### src/rtl/seg7_pkg.sv
// seg7_pkg: shared types and constants for the seven-segment scroller.
//   - SEG_* : active-low segment codes, bit order g..a (bit 6 = g, bit 0 = a)
//   - state_t : controller states
//   - bcd_t : one BCD digit
package seg7_pkg;

  localparam logic [6:0] SEG_0     = 7'h40;
  localparam logic [6:0] SEG_1     = 7'h79;
  localparam logic [6:0] SEG_2     = 7'h24;
  localparam logic [6:0] SEG_3     = 7'h30;
  localparam logic [6:0] SEG_4     = 7'h19;
  localparam logic [6:0] SEG_5     = 7'h12;
  localparam logic [6:0] SEG_6     = 7'h02;
  localparam logic [6:0] SEG_7     = 7'h78;
  localparam logic [6:0] SEG_8     = 7'h00;
  localparam logic [6:0] SEG_9     = 7'h10;
  localparam logic [6:0] SEG_BLANK = 7'h7F;
  localparam logic [6:0] SEG_DASH  = 7'h3F;

  typedef enum logic [1:0] {
    IDLE   = 2'd0,
    STATIC = 2'd1,
    SCROLL = 2'd2
  } state_t;

  typedef logic [3:0] bcd_t;

endpackage

### src/rtl/seg7_decode.sv
// seg7_decode: combinational BCD digit to active-low seven-segment code.
//   digit_i : BCD digit; values above 9 render as a dash
//   blank_i : forces all segments off
//   seg_o   : segments g..a, active-low
module seg7_decode
  import seg7_pkg::*;
(
  input  bcd_t       digit_i,
  input  logic       blank_i,
  output logic [6:0] seg_o
);

  always_comb begin
    seg_o = SEG_BLANK;
    if (!blank_i) begin
      case (digit_i)
        4'd0:    seg_o = SEG_0;
        4'd1:    seg_o = SEG_1;
        4'd2:    seg_o = SEG_2;
        4'd3:    seg_o = SEG_3;
        4'd4:    seg_o = SEG_4;
        4'd5:    seg_o = SEG_5;
        4'd6:    seg_o = SEG_6;
        4'd7:    seg_o = SEG_7;
        4'd8:    seg_o = SEG_8;
        4'd9:    seg_o = SEG_9;
        default: seg_o = SEG_DASH;
      endcase
    end
  end

endmodule

### src/rtl/bcd_hex_scroller.sv
// bcd_hex_scroller: shows a latched BCD number on the eight DE2 displays,
// right-aligned; numbers wider than the display scroll through an
// eight-digit window, one step every SCROLL_DIV clocks.
//   clk, rst     : clock, synchronous active-high reset
//   in_valid     : digits_flat / num_digits valid
//   in_ready     : a new number can be accepted
//   digits_flat  : N_DIG BCD digits, digit 0 least significant
//   num_digits   : significant digit count (0 treated as 1)
//   hex_flat     : HEXk at [7k+:7], g..a, active-low, registered
//   scrolling    : high in SCROLL
// Build option: define LEADING_ZERO_EN to show '0' instead of blank on the
// unused positions of a short (non-scrolling) number.
//
// state  | meaning
// IDLE   | nothing latched, all blank
// STATIC | number fits, shown right-aligned
// SCROLL | window sweeps from the top digits down to digit 0, then repeats
module bcd_hex_scroller
  import seg7_pkg::*;
#(
  parameter int N_DIG      = 10,
  parameter int N_DISP     = 8,
  parameter int SCROLL_DIV = 25_000_000
) (
  input  logic                  clk,
  input  logic                  rst,
  input  logic                  in_valid,
  output logic                  in_ready,
  input  logic [4*N_DIG-1:0]    digits_flat,
  input  logic [3:0]            num_digits,
  output logic [7*N_DISP-1:0]   hex_flat,
  output logic                  scrolling
);

  localparam int CW = $clog2(SCROLL_DIV);
  localparam int OW = (N_DIG - N_DISP + 1 > 2) ? $clog2(N_DIG - N_DISP + 1) : 1;
  localparam int IW = 4;
  localparam logic [CW-1:0] CNT_TC = CW'(SCROLL_DIV - 1);

  state_t              state_q, state_d;
  logic [4*N_DIG-1:0]  digits_q, digits_d;
  logic [3:0]          n_q, n_d;
  logic [OW-1:0]       off_q, off_d;
  logic [CW-1:0]       cnt_q, cnt_d;
  logic                swept_q, swept_d;
  logic [7*N_DISP-1:0] hex_q, hex_d;

  logic                accept;
  logic [3:0]          n_in;
  bcd_t                dig_d [N_DIG];

  assign in_ready  = (state_q != SCROLL) || swept_q;
  assign scrolling = (state_q == SCROLL);
  assign hex_flat  = hex_q;

  always_comb begin
    accept   = in_valid && in_ready;
    n_in     = (num_digits == 4'd0)        ? 4'd1 :
               (num_digits > 4'(N_DIG))    ? 4'(N_DIG) : num_digits;
    state_d  = state_q;
    digits_d = digits_q;
    n_d      = n_q;
    off_d    = off_q;
    cnt_d    = cnt_q;
    swept_d  = swept_q;

    if (accept) begin
      digits_d = digits_flat;
      n_d      = n_in;
      cnt_d    = '0;
      swept_d  = 1'b0;
      if (n_in > 4'(N_DISP)) begin
        state_d = SCROLL;
        off_d   = OW'(n_in - 4'(N_DISP));
      end else begin
        state_d = STATIC;
        off_d   = '0;
      end
    end else if (state_q == SCROLL) begin
      if (cnt_q == CNT_TC) begin
        cnt_d = '0;
        // Offset 0 has been on screen for a full tick: the sweep is done,
        // return to the most significant window.
        if (off_q == '0) begin
          off_d   = OW'(n_q - 4'(N_DISP));
          swept_d = 1'b1;
        end else begin
          off_d = off_q - 1'b1;
        end
      end else begin
        cnt_d = cnt_q + 1'b1;
      end
    end
  end

  // Display contents are decoded from next-state values so hex_flat
  // changes on the same edge as the accept or the scroll step.
  for (genvar i = 0; i < N_DIG; i++) begin : g_dig
    assign dig_d[i] = digits_d[4*i +: 4];
  end

  for (genvar k = 0; k < N_DISP; k++) begin : g_disp
    bcd_t          dig;
    logic          blank;
    logic [IW-1:0] idx;

    always_comb begin
      idx   = IW'(off_d) + IW'(k);
      dig   = '0;
      blank = 1'b1;
      case (state_d)
        STATIC: begin
          if (4'(k) < n_d) begin
            dig   = dig_d[k];
            blank = 1'b0;
          end else begin
`ifdef LEADING_ZERO_EN
            dig   = '0;
            blank = 1'b0;
`else
            blank = 1'b1;
`endif
          end
        end
        SCROLL: begin
          dig   = dig_d[idx];
          blank = 1'b0;
        end
        default: ;
      endcase
    end

    seg7_decode u_dec (
      .digit_i (dig),
      .blank_i (blank),
      .seg_o   (hex_d[7*k +: 7])
    );
  end

  always_ff @(posedge clk) begin
    if (rst) begin
      state_q  <= IDLE;
      digits_q <= '0;
      n_q      <= '0;
      off_q    <= '0;
      cnt_q    <= '0;
      swept_q  <= 1'b0;
      hex_q    <= '1;
    end else begin
      state_q  <= state_d;
      digits_q <= digits_d;
      n_q      <= n_d;
      off_q    <= off_d;
      cnt_q    <= cnt_d;
      swept_q  <= swept_d;
      hex_q    <= hex_d;
    end
  end

endmodule
### config.mk
export PLATFORM = sky130hd
export DESIGN_NAME = bcd_hex_scroller
export DESIGN_NICKNAME = d
export VERILOG_FILES = /design/src/rtl/seg7_pkg.sv /design/src/rtl/seg7_decode.sv /design/src/rtl/bcd_hex_scroller.sv
export SDC_FILE = /design/constraint.sdc
export NUM_CORES = 1
export LEC_CHECK = 0
export CORE_ASPECT_RATIO = 0.75
export CORE_UTILIZATION = 50
export CTS_CLUSTER_DIAMETER = 200
export DETAILED_ROUTE_END_ITERATION = 8
export PLACE_DENSITY = 0.73
export RECOVER_POWER = 25
export SYNTH_ARGS = -nofsm -noshare
export SYNTH_HDL_FRONTEND = slang
export SYNTH_HIERARCHICAL = 1
export SYNTH_SLANG_ARGS = --single-unit
### constraint.sdc
create_clock -name clk -period 6.1 [get_ports clk]
set_clock_uncertainty 0.2 [all_clocks]
set_input_delay 1.22 -clock clk [delete_from_list [all_inputs] [get_ports clk]]
set_output_delay 1.22 -clock clk [all_outputs]
set_load 0.01 [all_outputs]
==> reports/qor.txt <==
status - complete, but fails checks
violated checks - DRC
DP Area - 0.0100 mm2
CP bufs+invs - 3
headroom to the max-slew limit - 33.3%
fraction of layout cells with a size suffix above 1 - 13.8%
clock tree buffer depth - 2
Avg WL per Cell - 18.7 um
Critical Path End Type - register
CTS Sinks - 130
root buf cell - clkbuf_16
Synth Area per Inst - 7.84 um2
die area - 0.0176 mm2
Reg2Reg Setup Slack - 880 ps
main area contributors after synthesis - dfxtp_1 31%, ha_1 6.7%, mux2i_1 6.1%
Inst Count DP - 1390
HPWL Detailed - 19600 um
H-tree depth - 4
synth unique cells - 68
Boundary Pins - 105
# rows - 40
drt drc - 4
crit path DAT - 5600 ps
Mapped Nets - 1181
Most used DFF post-synth - dfxtp_1
Final Cycle Share - 90.0%
Post-CTS Hold Fix Bufs - 0
setup TNS - 0 ps
CORE AREA - 0.0163 mm2
asr flop ratio synth - 0%
Slowest Stage Delay on Critical Path - 640 ps
Hold WS - 282 ps
clock transition at the registers of the reported paths - 60 ps
Final Cell Area - 0.0106 mm2
register bit total from synthesis - 130
Max Freq - 182 MHz
Design Power - 2.69 mW
Hold Crit Class - register to register
Iter 0 DRT Violations - 984
post-route ant nets - 0
slowest CP cell - nand2_1
max-slew violations - 0
synth warn - 6
final setup vio count - 0
drt pass-1 iters - 9
GRT Residual Overflow - 0
Post-Syn Instances - 1088
vias in the first global route - 7670
Critical Path RT - 6210 ps
worst setup margin - 610 ps
vias per cell - 5.94
Post CTS Setup Buffer Count - 0
dominant cell type by area after synthesis - dfxtp_1
Power Density - 254 mW/mm2
routability cong. - 1.03
antenna violations before repair - 0
Leakage Power - 4.25 nW
Die X - 153 um
unrepaired setup endpoints after global routing - no
CTS resizes - 0
Worst Path Max Fanout - 18
Routed WL - 26500 um
cell area after synthesis - 0.00853 mm2
port bufs - 104
DP Worst Slack - 524 ps
worst path cell trace - clkdlybuf4s50_1 > nand2_1 > nor2_1 > a31oi_4 > inv_1 > ha_1 > and2_1 > a41o_1 > o31a_1 > o32ai_1 > inv_1 > ha_1 > a21oi_1 > o21bai_1 > or2_2
sequential-to-total area share from yosys stat - 30.5%
Non-Filler Instances - 1422
routed via count - 8445
Die Y - 115 um
Synth top area share - 30.5%
CTS tree - done
Initial Util - 52.3%
Antenna diodes - 0
Setup CP Type - input port to register
Least-Margin Pin Slew - 991 ps
first-pass GRT wire length - 42200 um
Num CTS Buffers - 17
largest net degree at the start of global routing - 66
worst skew pair latency - 430 ps
Fin. Hold Viols - 0
Core Util, Final - 64.8%
Startpoint Class - input port
Maximum Capacitance Violations - 0
synth-to-layout area growth - 23.9%
GRT Overall Usage - 31.0%
number of flops mapped to enable cells by yosys - 0
min Tclk post-route - 5490 ps
final net count - 1292
cell family with most CP delay - compound AO/OA/AOI/OAI gates
Max rail drop VDD - 0.000203 V
## worst register-to-register path: cells and delay by family (launching register included)
family                     cells  cell delay (ps)
and+or+nand+nor                5             1790
AOI/OAI and AO/OA              6             1610
adders and majority gates      2              670
buffers and inverters          3              450
DFF                            1              360
## layer usage
metal	part of all wire (%)	vias to the layer above	global-route usage [%]
met3	11	69	8.74
li1	-	4070	-
met5	0.29	-	4.50
met4	2.7	2	10.8
met2	40	439	43.5
met1	46	3865	44.4
## kinds of logic (layout without fill, tap and decap cells)
kind of cell,count (synthesis),in the layout,share of synthesized area [%]
and+or+nand+nor,442,442,25.9
AOI/OAI and AO/OA,275,275,22.0
DFF,130,130,30.5
buffers and inverters,115,239,5.71
muxes,56,56,6.63
adders and majority gates,47,47,6.87
xor gates and xnor gates,23,23,2.36
## layout make-up
type                            count  area (um2)
Sequential cell                   130        2600
Tap cell                          210         263
Clock inverter                     15         158
Multi-Input combinational cell    843        5460
Clock buffer                       17         425
Fill cell                        1398        5750
Inverter                           47         176
Timing Repair Buffer              160        1480
## state kept, by name (all words and copies together), names as in the netlist
signal and flops:
digits_q 40, n_q 4, swept_q 1, hex_flat 56, off_q 2, state_q 2, cnt_q 25
## worst paths after layout
check                       to         start  cells after the start
setup / recovery  hex_flat[50]      in_valid                     15
hold / removal    digits_q[39]  digits_q[39]                      2
setup reg to reg  hex_flat[50]    state_q[1]                     16
hold reg to reg   digits_q[39]  digits_q[39]                      2
## Yosys cell counts (10+ instances only)
master,count
nor2b_1,12
o211ai_1,17
nor4_1,11
buf_2,17
ha_1,46
o221ai_1,10
nor2_1,136
dfxtp_1,130
o21bai_1,16
xor2_1,17
nand2_1,103
nand3_1,27
nand2b_1,21
and3_1,16
or2_2,59
o21ai_0,64
mux2i_1,52
a221o_1,12
inv_1,46
a21oi_1,56
clkbuf_1,38
## placed cells by master, fill, tap and decap left out, types with 27 or more instances in the layout
cell type / instances
ha_1: 46
nor2_1: 136
or2_2: 59
o21ai_0: 64
mux2i_1: 52
buf_4: 54
nand3_1: 27
dfxtp_1: 130
dlygate4sd3_1: 32
nand2_1: 103
a21oi_1: 56
inv_1: 46
clkdlybuf4s50_1: 71
## where the power goes
part	switching, mW	internal, mW	total, mW
clock	0.413	0.604	1.02
sequential	0.0209	0.907	0.928
combinational	0.423	0.319	0.742
(Power assumes the default switching activity.)
